File: src/rtl/decode_issue_ctrl_pkg.sv
// Shared types and constants for the Frost32 decode/issue controller.
package PkgDecodeIssueCtrl;

   localparam int REG_COUNT = 16;
   localparam int REG_IDX_W = $clog2(REG_COUNT);

   localparam logic [1:0] GRP_ALU    = 2'd0;
   localparam logic [1:0] GRP_BRANCH = 2'd1;
   localparam logic [1:0] GRP_CALL   = 2'd2;
   localparam logic [1:0] GRP_MEM    = 2'd3;

   typedef enum logic [1:0] {
      RUN       = 2'd0,
      WAIT_CTRL = 2'd1,
      WAIT_MEM  = 2'd2
   } state_t;

endpackage

File: src/rtl/decode_issue_ctrl_reg_scoreboard.sv
// Pending-load register scoreboard with three busy lookup ports.
// r0 is never busy; a set wins over a clear of the same register.
module reg_scoreboard
   import PkgDecodeIssueCtrl::*;
#(
   parameter int N = REG_COUNT,
   localparam int W = $clog2(N)
) (
   input  logic         clk,
   input  logic         rst_n,
   input  logic         set_en,
   input  logic [W-1:0] set_idx,
   input  logic         clr_en,
   input  logic [W-1:0] clr_idx,
   input  logic [W-1:0] rd0_idx,
   input  logic [W-1:0] rd1_idx,
   input  logic [W-1:0] rd2_idx,
   output logic         rd0_busy,
   output logic         rd1_busy,
   output logic         rd2_busy,
   output logic [N-1:0] busy
);

   logic [N-1:0] busy_nxt;

   always_comb begin
      busy_nxt = busy;
      if (clr_en && clr_idx != '0)
         busy_nxt[clr_idx] = 1'b0;
      if (set_en && set_idx != '0)
         busy_nxt[set_idx] = 1'b1;
      busy_nxt[0] = 1'b0;
   end

   always_ff @(posedge clk) begin
      if (!rst_n)
         busy <= '0;
      else
         busy <= busy_nxt;
   end

   assign rd0_busy = (rd0_idx != '0) && busy[rd0_idx];
   assign rd1_busy = (rd1_idx != '0) && busy[rd1_idx];
   assign rd2_busy = (rd2_idx != '0) && busy[rd2_idx];

endmodule

File: src/rtl/decode_issue_ctrl.sv
// Issue controller between decode and execute.
// DECODE_ISSUE_PERF_CNT_EN adds saturating stall counters.
module decode_issue_ctrl
   import PkgDecodeIssueCtrl::*;
#(
   parameter int NUM_REGS       = REG_COUNT,
   parameter int PERF_CNT_WIDTH = 32,
   localparam int IW = $clog2(NUM_REGS)
) (
   input  logic                      clk,
   input  logic                      rst_n,
   input  logic                      in_valid,
   output logic                      in_ready,
   input  logic [1:0]                dec_group,
   input  logic [IW-1:0]             dec_ra_index,
   input  logic [IW-1:0]             dec_rb_index,
   input  logic [IW-1:0]             dec_rc_index,
   input  logic                      dec_causes_stall,
   input  logic                      dec_is_load,
   input  logic                      dec_is_store,
   output logic                      out_valid,
   input  logic                      out_ready,
   input  logic                      ctrl_done,
   input  logic                      mem_done,
   input  logic                      flush,
   input  logic                      ld_wb_valid,
   input  logic [IW-1:0]             ld_wb_index,
`ifdef DECODE_ISSUE_PERF_CNT_EN
   output logic [PERF_CNT_WIDTH-1:0] stall_ctrl_cycles,
   output logic [PERF_CNT_WIDTH-1:0] stall_mem_cycles,
   output logic [PERF_CNT_WIDTH-1:0] stall_raw_cycles,
`endif
   output logic [NUM_REGS-1:0]       busy_regs
);

   state_t state;
   logic   issue;
   logic   hazard;
   logic   use_ra;
   logic   ra_busy;
   logic   rb_busy;
   logic   rc_busy;

   reg_scoreboard #(.N(NUM_REGS)) u_sb (
      .clk      (clk),
      .rst_n    (rst_n),
      .set_en   (issue && dec_is_load),
      .set_idx  (dec_ra_index),
      .clr_en   (ld_wb_valid),
      .clr_idx  (ld_wb_index),
      .rd0_idx  (dec_ra_index),
      .rd1_idx  (dec_rb_index),
      .rd2_idx  (dec_rc_index),
      .rd0_busy (ra_busy),
      .rd1_busy (rb_busy),
      .rd2_busy (rc_busy),
      .busy     (busy_regs)
   );

   // rA is only read by conditional branches and stores
   assign use_ra = (dec_group == GRP_BRANCH) || dec_is_store;
   assign hazard = in_valid
                && (rb_busy || rc_busy || (use_ra && ra_busy));

   assign out_valid = rst_n && in_valid && state == RUN
                   && !hazard && !flush;
   assign in_ready  = out_valid && out_ready;
   assign issue     = in_ready;

   always_ff @(posedge clk) begin
      if (!rst_n) begin
         state <= RUN;
      end else if (flush) begin
         state <= RUN;
      end else begin
         unique case (state)
            RUN: begin
               if (issue && dec_causes_stall) begin
                  if (dec_group == GRP_MEM)
                     state <= WAIT_MEM;
                  else if (dec_group != GRP_ALU)
                     state <= WAIT_CTRL;
               end
            end
            WAIT_CTRL: if (ctrl_done) state <= RUN;
            WAIT_MEM:  if (mem_done)  state <= RUN;
            default:   state <= RUN;
         endcase
      end
   end

`ifdef DECODE_ISSUE_PERF_CNT_EN
   localparam logic [PERF_CNT_WIDTH-1:0] CNT_MAX = '1;

   always_ff @(posedge clk) begin
      if (!rst_n) begin
         stall_ctrl_cycles <= '0;
         stall_mem_cycles  <= '0;
         stall_raw_cycles  <= '0;
      end else begin
         if (state == WAIT_CTRL && stall_ctrl_cycles != CNT_MAX)
            stall_ctrl_cycles <= stall_ctrl_cycles + 1'b1;
         if (state == WAIT_MEM && stall_mem_cycles != CNT_MAX)
            stall_mem_cycles <= stall_mem_cycles + 1'b1;
         if (state == RUN && hazard && stall_raw_cycles != CNT_MAX)
            stall_raw_cycles <= stall_raw_cycles + 1'b1;
      end
   end
`endif

endmodule

File: config.mk
export PLATFORM = sky130hd
export DESIGN_NAME = decode_issue_ctrl
export DESIGN_NICKNAME = d
export VERILOG_FILES = /design/src/rtl/decode_issue_ctrl_pkg.sv /design/src/rtl/decode_issue_ctrl_reg_scoreboard.sv /design/src/rtl/decode_issue_ctrl.sv
export SDC_FILE = /design/constraint.sdc
export NUM_CORES = 1
export LEC_CHECK = 0
export ABC_AREA = 1
export CORE_AREA = 5 5 72 61
export CTS_CLUSTER_SIZE = 14
export DETAILED_ROUTE_END_ITERATION = 7
export DIE_AREA = 0 0 77 66
export GPL_TIMING_DRIVEN = 1
export PLACE_DENSITY = 0.74
export REMOVE_ABC_BUFFERS = 1
export SLEW_MARGIN = 40
export SYNTH_ARGS = -nofsm -noshare
export SYNTH_HDL_FRONTEND = slang
export SYNTH_SLANG_ARGS = --single-unit
File: constraint.sdc
create_clock -name clk -period 1.6 [get_ports clk]
set_input_delay 0.32 -clock clk [delete_from_list [all_inputs] [get_ports clk]]
set_output_delay 0.32 -clock clk [all_outputs]
set_load 0.01 [all_outputs]
==> Word-level counts from Yosys, hierarchy flattened <==
Cells that the tools add are included.
{ "op_classes": {"bitwise": 4, "n_reduce_logical": 29, "order_cmp": 6, "mux": 18, "n_eq_ne": 8} }
{ "op_table": {"columns": ["operator", "n"], "rows": [
  ["$mux 16", 2],
  ["$lt 4x5->1 const B", 4],
  ["$and 16x16->16", 1],
  ["$logic_and 1x1->1", 16],
  ["$not 16->16", 1],
  ["$or 16x16->16", 1],
  ["$reduce_bool 4->1", 4],
  ["$bmux 1 s4", 3],
  ["$mux 2", 5],
  ["$demux 1 s4", 2],
  ["$ge 4x1->1 const B", 2],
  ["$pmux 2 s3", 1],
  ["$mux 1", 5],
  ["$eq 2x1->1 const B", 2],
  ["$eq 2x2->1 const B", 2],
  ["$ne 2x2->1 const B", 2],
  ["$reduce_and 4->1", 1],
  ["$logic_or 1x1->1", 3],
  ["$ne 3x1->1 const B", 1],
  ["$logic_not 1->1", 2],
  ["$logic_not 2->1", 1],
  ["$ne 2x1->1 const B", 1],
  ["$reduce_bool 2->1", 1],
  ["$reduce_or 2->1", 1],
  ["$not 1->1", 1]
]} }
{ "totals": {"inputBits": 29, "out_inout_bits": 18, "ff_bits": 18, "elab_cells": 68} }

==> Longest topological paths before layout <==
Gate-level depths: netlist (run 1).
{ "depth": {"ltp_word": 13, "depth_mapped": 13} }

==> Modules after synthesis <==
Synthesis (run 1) repeated with hierarchy kept, for this count alone.
{ "unflattened": {"hier_cells": 268, "hier_area_um2": 1455.1} }
{ "modules_own_cells": {"columns": ["mod", "n_inst", "seq_area_each_um2", "cells_per_inst", "area_each_um2"], "rows": [
  ["reg_scoreboard", 1, 300.3, 230, 1241.2],
  ["decode_issue_ctrl", 1, 40.0, 38, 214.0]
]} }

==> Worst setup path after synthesis (run 1) <==
OpenSTA, ideal clock, no wires.
{ "synth_timing": {"path_type": "input to output", "from": "in dec_ra_index[1]", "to": "out in_ready", "slack_ns": -0.080, "cell_stages": 11, "required_ns": 1.280, "arrival_ns": 1.360, "cell_sequence": "buf_4 > inv_2 > nor2_2 > nand2_1 > nand3_1 > nand2_1 > nand2_1 > o21ai_1 > nand3_2 > nor2_4 > buf_6"} }
{ "synth_between": {"elab_chain_len": 10, "elab_cells_between_ends": 11, "cone_classes": "mux: 2; reduce/logical: 9"} }
{ "synth_lines": {"columns": ["element", "line", "source"], "rows": [
  ["start: declaration", "decode_issue_ctrl.sv:15", "input logic [IW-1:0] dec_ra_index,"],
  ["$bmux 1 s4", "decode_issue_ctrl_reg_scoreboard.sv:42", "assign rd0_busy = (rd0_idx != '0) && busy[rd0_idx];"],
  ["$mux 1 (implied by the code)", "decode_issue_ctrl_reg_scoreboard.sv:42", null],
  ["$logic_and 1x1->1 (*)", "decode_issue_ctrl_reg_scoreboard.sv:42", null],
  ["$logic_and 1x1->1 (*)", "decode_issue_ctrl.sv:63", "&& (rb_busy || rc_busy || (use_ra && ra_busy));"],
  ["$logic_or 1x1->1 (*)", "decode_issue_ctrl.sv:63", null],
  ["$logic_and 1x1->1 (*)", "decode_issue_ctrl.sv:63", null],
  ["$logic_not 1->1 (*)", "decode_issue_ctrl.sv:66", "&& !hazard && !flush;"],
  ["$logic_and 1x1->1 (*) (2 in series)", "decode_issue_ctrl.sv:66", null],
  ["$logic_and 1x1->1 (*)", "decode_issue_ctrl.sv:67", "assign in_ready = out_valid && out_ready;"],
  ["end: declaration", "decode_issue_ctrl.sv:13", "output logic in_ready,"]
]} }
Every way passes the cells marked *; elsewhere a longest branch is shown, timed or not. The select of a mux whose other input is x is not followed.

==> Final worst setup path (run 1) <==
{ "layout_timing": {"from": "reg u_sb.busy[8]", "to": "out in_ready"} }
{ "layout_between": {"elab_chain_len": 10, "elab_cells_between_ends": 17, "cone_classes": "mux: 6; reduce/logical: 11"} }
{ "layout_lines": {"columns": ["element", "line", "source"], "rows": [
  ["start: declaration", "decode_issue_ctrl_reg_scoreboard.sv:21", "output logic [N-1:0] busy"],
  ["start signal: assignment", "decode_issue_ctrl_reg_scoreboard.sv:39", "busy <= busy_nxt;"],
  ["$bmux 1 s4 (on tied branches)", "decode_issue_ctrl_reg_scoreboard.sv:43, decode_issue_ctrl_reg_scoreboard.sv:42, decode_issue_ctrl_reg_scoreboard.sv:44", null],
  ["$mux 1 (on tied branches)", "decode_issue_ctrl_reg_scoreboard.sv:43, decode_issue_ctrl_reg_scoreboard.sv:42, decode_issue_ctrl_reg_scoreboard.sv:44", null],
  ["$logic_and 1x1->1 (on tied branches)", "decode_issue_ctrl_reg_scoreboard.sv:43, decode_issue_ctrl_reg_scoreboard.sv:42, decode_issue_ctrl_reg_scoreboard.sv:44", null],
  ["$logic_or 1x1->1 or $logic_and 1x1->1 (tied branches)", "decode_issue_ctrl.sv:63", null],
  ["$logic_or 1x1->1 (*)", "decode_issue_ctrl.sv:63", null],
  ["$logic_and 1x1->1 (*)", "decode_issue_ctrl.sv:63", null],
  ["$logic_not 1->1 (*)", "decode_issue_ctrl.sv:66", null],
  ["$logic_and 1x1->1 (*) (2 in series)", "decode_issue_ctrl.sv:66", null],
  ["$logic_and 1x1->1 (*)", "decode_issue_ctrl.sv:67", null]
]} }
Marked as above.

==> results of run 1 <==
## through the flow
| step | setup TNS, ns | hold WS (ns) | utilization (%) | setup slack (ns) | cell area (sq um) |
|---|---|---|---|---|---|
| 6_report | -2.301 | 0.4324 | 65.00 | -0.2547 | 2359 |
| 5_1_grt | -4.560 | 0.4455 | 65.00 | -0.3521 | 2359 |
| 3_3_place_gp | -12.51 | 0.4708 | 58.55 | -0.9630 | 2125 |
| 3_5_place_dp | -13.58 | 0.4776 | 58.55 | -1.011 | 2125 |
| 4_1_cts | -3.047 | 0.4262 | 63.14 | -0.2524 | 2291 |
| 2_1_floorplan | -0.1627 | 0.4584 | - | -0.05493 | 1341 |
## critical path: cells and delay by family, from the launching register on
kind            cells  cell delay, ns
buf+inv             1            0.12
compound gates      1            0.14
flops               1            0.35
simple gates        8            0.66
## kinds of logic (layout without fill, tap and decap cells)
kind of cell,count (synthesis),after routing,share of synthesized area (%)
and+or+nand+nor,140,140,43.87
AOI/OAI and AO/OA,46,46,18.01
buffers and inverters,41,125,13.86
DFF,17,17,24.01
other,1,1,0.2645
## worst paths after layout
path,startpoint,to,slack (ns),cells past startpoint
worst max register to register,u_sb.busy[8],u_sb.busy[10],-0.21,13
worst min register to register,state[1],state[1],0.49,2
worst max-delay path,u_sb.busy[8],in_ready,-0.25,10
worst min-delay path,flush,state[0],0.43,3
## flip-flops by register name, indices dropped and copies added, names as in the netlist
register / flops
u_sb.busy: 15
state: 2
## timing repair
action	4_1_cts	5_1_grt
pin swaps	15	8
gates resized for setup	80	21
setup endpoints to repair	32	26
gates cloned	3	0
buffers inserted	3	1
## power by group through the flow
stage	clock network, mW	logic [mW]	registers (mW)
final	0.333	0.275	0.412
after global routing	0.369	0.299	0.412
after CTS	0.339	0.267	0.414
after detailed placement	0	0.259	0.434
after global placement	0	0.257	0.434
after floorplan	0	0.0898	0.434
## metal layers
metal | part of all wire [%] | up-vias | GRT usage (%)
met5 | 0 | - | 0
met4 | 2.6 | 0 | 9.013
met3 | 8.1 | 17 | 4.360
met2 | 46 | 95 | 32.63
met1 | 44 | 873 | 26.76
li1 | - | 980 | -
## area by class of cell
| type | instances | area [sq um] |
|---|---|---|
| Fill cell | 332 | 1270 |
| Sequential cell | 17 | 375.4 |
| Clock buffer | 3 | 41.29 |
| Clock inverter | 1 | 5.005 |
| Inverter | 32 | 120.1 |
| Multi-Input combinational cell | 187 | 962.2 |
| Tap cell | 44 | 55.05 |
| Timing Repair Buffer | 89 | 799.5 |
## Yosys cell counts (3+ instances only)
| cell | instances | area share (%) |
|---|---|---|
| o21ai_1 | 3 | 1.1 |
| nand2_1 | 72 | 19 |
| dfxtp_1 | 17 | 24 |
| inv_1 | 26 | 6.9 |
| nor2_2 | 3 | 1.3 |
| buf_4 | 3 | 1.6 |
| nor2_1 | 23 | 6.1 |
| nand3_1 | 21 | 7.4 |
| inv_2 | 6 | 1.6 |
| nand4_1 | 15 | 6.6 |
| o21ai_0 | 14 | 4.9 |
| o211ai_1 | 5 | 2.6 |
| o31ai_1 | 4 | 2.1 |
| a21oi_1 | 19 | 6.7 |
| buf_6 | 3 | 2.4 |
==> results by group, run 1 <==
Synthesis
  – Seq/Total Area, Yosys: around a quarter
  – Synth Instances: ~250
  – Distinct cells, synth: 24
  – Post-synth EDFFs: 0
  – Synth Flop Type: dfxtp_1
  – Synth Warn #: 0
  – Syn_area_per_cell: slightly below 6 sq um
  – FFs w/ async S/R, synth: 0%
  – Cell Area, Synth: 0.001418 sq mm
  – #FFs+latches synth: 17

Clock network
  – Hold_buf cts: 0
  – Clock-pin slew on the worst setup and hold paths: around 0.070 ns
  – Clock sink total: 17
  – H-Tree Depth: 1
  – Worst-case clock buffer depth: 2
  – Worst-Skew Late Latency: approximately 0.26 ns
  – Num CTS Buffers: 3
  – Root Buffer: clkbuf_8
  – CTS tree: built

Timing
  – Clk_skew: between 0.0008 and 0.0009 ns
  – Fin crit period: between 1.5 and 2 ns
  – Final WS setup: -0.2547 ns
  – Slew Viols, Final: 0
  – Final setup violation count: 19
  – Fmax achieved: around 0.54 GHz
  – RSZ-0062 raised after global routing: yes
  – Final period util: 115.9%
  – Final Hold Fails: 0

Worst setup path
  – Worst path cell trace: nand2_1, nand2_1, nand2_1, nand2_1, nand2_1, nand2_1, o21ai_2, nand3_2, nor2_4, buf_6
  – Critical-path maximum fanout: 4
  – Setup crit start kind: flop
  – Slowest CP cell: dfxtp_2
  – Critical Path End Type: output pin
  – Arr. time, crit path: 1.53 ns
  – Max stage delay on crit path: about 0.35 ns
  – Most used cell, CP: nand2_1
  – Worst Path Required: roughly 1.3 ns
  – Kind of critical path: flop to output pin

Route
  – Via Count: between 1500 and 2000
  – WL per Instance: around 14 microns
  – Post-route DRC violation count: 0
  – Vias per cell: around 5.3
  – Routed WL: 5335 microns
  – Detail Route Antenna Nets: 0
  – Drt pass-1 iters: 5
  – DR iter-0 viols: between 100 and 150

Global routing
  – Initial antenna violation count: 0
  – First-pass GRT wire length: about 8300 microns
  – Gr ovfl total: 0
  – GRT Util Overall: 20.52%
  – Vias in the first global route: roughly 1800
  – Largest net degree at the start of global routing: 16

Layout
  – Share of cells above drive strength 1: about a third
  – Area Overhead vs Synth: 66.37%
  – Highest-count cells in the layout ignoring fill and taps: nand2_1 (70), buf_4 (36), nor2_1 (23), inv_1 (22), clkdlybuf4s50_1 (18)
  – Commonest non-fill, non-tap cell in the layout: nand2_1
  – Final cell count without fillers: approximately 370
  – Nets@finish: about 360
  – N_diodes: 0

Outcome
  – Status: finished with violations
  – Failing checks: negative setup slack

Power and ir drop
  – Sw frac: between 20% and 30%
  – Pwr per Cell Area: between 400 and 500 mW/mm^2
  – NetSw: 0.3055 mW
  – Worst VDD drop: 0.0003575 V
  – Leak Pwr: roughly 1.2 nW
  – Clock power share: between 30% and 40%
  – Internal power: 0.7151 mW
  – Total power: around 1 mW
  – Sequential Power Share: between 40% and 50%
  – Comb pwr share: a little over a quarter

Die
  – Starting Density: between 30% and 40%
  – Die extent in y: about 66 microns
  – Core area: approximately 0.0036 sq mm
  – Die Wd: around 77 microns
  – Core Rows: 20
  – Die area: roughly 0.0051 sq mm
  – IO Count: 47

Place
  – HPWL after detailed placement: 3935 microns
  – Dpl cells: between 300 and 400
  – # port buffers: between 40 and 50
  – GPL Wtd Cong: between 0.9 and 1

Worst hold path
  – Tightest Hold Check Type: input port to flop

Run
  – Max cap viols: 0
Note: power is estimated with default switching activity, not from simulation.
==> run 2, diff against run 1 <==
Settings changed: CORE_AREA 5 5 72 61 to 5 5 66 56, DIE_AREA 0 0 77 66 to 0 0 71 61, DONT_BUFFER_PORTS from default to 1, PLACE_DENSITY 0.74 to 0.66.
==> run 2 against run 1 <==
Effect of this change:
- the flow still finishes with violations (negative setup slack)
- hold slack got worse by 0.21 ns
- clock skew increased by 0.0012 ns
- count of clock-buffer cells in the layout increased by 1
- sequential power is 2% higher
- worst setup slack improved by 0.10 ns
==> results by group, run 2 (synthesized netlist as in run 1, its figures left out) <==
Worst setup path
  – Worst Setup EP: in_ready (unchanged)
  – Worst reg2reg startpoint: u_sb.busy[8] (unchanged)
  – R2R depth: 11 (was 13)
  – Max stage delay on crit path: 0.37 ns (was 0.35 ns)
  – Critical Path End Type: output pin (unchanged)
  – Worst path cell trace: a21oi_1, nand3_1, nand3_2, nand2_1, nor2_2, nand3_2, nor2_4, buf_6 (was nand2_1, nand2_1, nand2_1, nand2_1, nand2_1, nand2_1, o21ai_2, nand3_2, nor2_4, buf_6)
  – Arr. time, crit path: 1.43 ns (was 1.53 ns)
  – R2R Path End: u_sb.busy[7] (was u_sb.busy[10])
  – Most used cell, CP: nand3_2 (was nand2_1)
  – Worst Path Required: 1.28 ns (about the same)
  – Kind of critical path: flop to output pin (unchanged)
  – Critical-path maximum fanout: 4 (unchanged)
  – Slowest CP cell: dfxtp_4 (was dfxtp_2)
  – Crit path from: u_sb.busy[8] (unchanged)
  – Setup crit start kind: flop (unchanged)
  – R2R Setup Slk: -0.06 ns (was -0.21 ns)

Die
  – IO Count: 47 (unchanged)
  – Core Rows: 18 (was 20)
  – Starting Density: 47.69% (was 39.07%)
  – Die extent in y: 61 microns (was 66 microns)
  – Die Wd: 71 microns (was 77 microns)
  – Core area: 0.002973 sq mm (was 0.003628 sq mm)
  – Die area: 0.004331 sq mm (was 0.005082 sq mm)

Timing
  – Final Hold Fails: 0 (unchanged)
  – Final setup violation count: 17 (was 19)
  – Fmax achieved: 0.5707 GHz (was 0.5392 GHz)
  – Clk_skew: 0.002079 ns (was 0.0008478 ns)
  – Fin crit period: 1.752 ns (was 1.855 ns)
  – RSZ-0062 raised after global routing: yes (unchanged)
  – Final WS setup: -0.1524 ns (was -0.2547 ns)
  – Final period util: 109.5% (was 115.9%)
  – Slew Viols, Final: 0 (unchanged)

Route
  – WL per Instance: 13.93 microns (was 14.30 microns)
  – Routed WL: 4277 microns (was 5335 microns)
  – Detail Route Antenna Nets: 0 (unchanged)
  – DR iter-0 viols: 72 (was 130)
  – Vias per cell: 5.388 (was 5.268)
  – Drt pass-1 iters: 4 (was 5)
  – Via Count: 1654 (was 1965)
  – Post-route DRC violation count: 0 (unchanged)

Global routing
  – Largest net degree at the start of global routing: 17 (was 16)
  – First-pass GRT wire length: 6734 microns (was 8307 microns)
  – GRT Util Overall: 19.69% (was 20.52%)
  – Initial antenna violation count: 0 (unchanged)
  – Gr ovfl total: 0 (unchanged)
  – Vias in the first global route: 1434 (was 1762)

Layout
  – Nets@finish: 297 (was 359)
  – Largest register FFs: 15 (unchanged)
  – Final cell count without fillers: 307 (was 373)
  – Area Overhead vs Synth: 21.36% (was 66.37%)
  – Commonest non-fill, non-tap cell in the layout: nand2_1 (unchanged)
  – Share of cells above drive strength 1: 24.72% (was 31.61%)
  – Area taken by flip-flops and latches: 360.3 sq um (was 375.4 sq um)
  – Top Registers: u_sb.busy: 15 flops, state: 2 flops (unchanged)
  – Reg with most FFs: u_sb.busy (unchanged)
  – Final Util: 57.87% (was 65.00%)
  – N_diodes: 0 (unchanged)
  – Filler cell count: 323 (was 332)
  – Area of the multi-input gates: 925.9 sq um (was 962.2 sq um)
  – Highest-count cells in the layout ignoring fill and taps: nand2_1 (72), buf_4 (25), inv_1 (23), nor2_1 (21), nand3_1 (17) (was nand2_1 (70), buf_4 (36), nor2_1 (23), inv_1 (22), clkdlybuf4s50_1 (18))

Clock network
  – Root Buffer: clkbuf_8 (unchanged)
  – Clock-pin slew on the worst setup and hold paths: 0.06 ns (was 0.07 ns)
  – Clock sink total: 17 (unchanged)
  – Worst-case clock buffer depth: 2 (unchanged)
  – Num CTS Buffers: 3 (unchanged)
  – Worst-Skew Late Latency: 0.25 ns (was 0.26 ns)
  – Hold_buf cts: 0 (unchanged)
  – H-Tree Depth: 1 (unchanged)
  – CTS tree: built (unchanged)

Place
  – GPL Wtd Cong: 0.8125 (was 0.9367)
  – # port buffers: 0 (was 45)
  – Dpl cells: 301 (was 362)
  – HPWL after detailed placement: 3414 microns (was 3935 microns)

Power and ir drop
  – Leak Pwr: 0.7757 nW (was 1.213 nW)
  – Pwr per Cell Area: 504.2 mW/mm^2 (was 432.7 mW/mm^2)
  – Worst VDD drop: 0.0004294 V (was 0.0003575 V)

Run
  – Max cap viols: 0 (unchanged)

Worst hold path
  – Tightest Hold Check Type: input port to flop (unchanged)

Outcome
  – Status: finished with violations (unchanged)
  – Failing checks: negative setup slack (unchanged)
==> run 2: changes by cell type in the layout (fill, tap and decap cells not counted), sizes merged <==
cell           previous run  this run
dlymetal6s2s              7         0
buf                      50        27
dlygate4sd2              11         0
clkbuf                    3         4
clkinv                    1         0
clkdlybuf4s15             3         0
clkdlybuf4s50            18         0
==> run 2: timing repair <==
| action | in CTS | in global routing |
|---|---|---|
| endpoints found under the hold margin | 0 | 0 |
| pin swaps | 3 | 7 |
| endpoints found under the setup margin | 3 | 19 |
| buffers inserted | 1 | 1 |
| resized for setup | 12 | 19 |
| gates cloned | 0 | 0 |
==> run 2: power by group <==
part | total, mW | internal, mW | leakage (nW) | switching, mW
registers | 0.421 | 0.420 | 0.144 | 0.000615
logic | 0.136 | 0.0517 | 0.609 | 0.0846
clock network | 0.310 | 0.176 | 0.0228 | 0.134
==> run 2: final cells by class <==
class | count | area share [%]
Sequential cell | 17 | 20.95
Inverter | 32 | 6.982
Clock buffer | 4 | 2.618
Tap cell | 40 | 2.909
Timing Repair Buffer | 27 | 12.73
Multi-Input combinational cell | 187 | 53.82
==> run 2: routing by layer <==
layer	up-vias	wire length, microns	GRT usage, %
met3	4	336	4.636
li1	850	-	-
met1	747	1944	25.84
met5	-	0	0
met2	53	1966	32.76
met4	0	29	5.630
==> run 2: metrics by stage <==
step / setup TNS (ns) / setup WS (ns) / cell area (sq um) / power, mW / hold slack (ns)
3_3_place_gp: -0.004637 / -0.004637 / 1592 / 0.5591 / 0.4810
4_1_cts: -0.4243 / -0.1630 / 1663 / 0.8683 / 0.2245
6_report: -0.7761 / -0.1524 / 1720 / 0.8674 / 0.2241
2_1_floorplan: -0.1627 / -0.05493 / 1341 / 0.5236 / 0.4584
3_5_place_dp: -0.04494 / -0.02493 / 1592 / 0.5601 / 0.4818
5_1_grt: -2.941 / -0.2510 / 1720 / 0.9190 / 0.2175
==> run 2: worst min-delay path by stage <==
stage                           start       endpoint  slack [ns]  cells past startpoint
after global placement       state[1]       state[1]        0.48                      2
final                     dec_is_load   u_sb.busy[3]        0.22                      2
after detailed placement     state[0]       state[0]        0.48                      2
after CTS                 dec_is_load  u_sb.busy[13]        0.22                      2
after floorplan              state[1]       state[1]        0.46                      2
after global routing      dec_is_load  u_sb.busy[13]        0.22                      2
==> run 2: worst max-delay path: cells and delay by family, from the launching register on <==
family          cells  cell delay, ns
flops               1            0.37
buf+inv             1            0.10
simple gates        6            0.58
compound gates      1            0.14
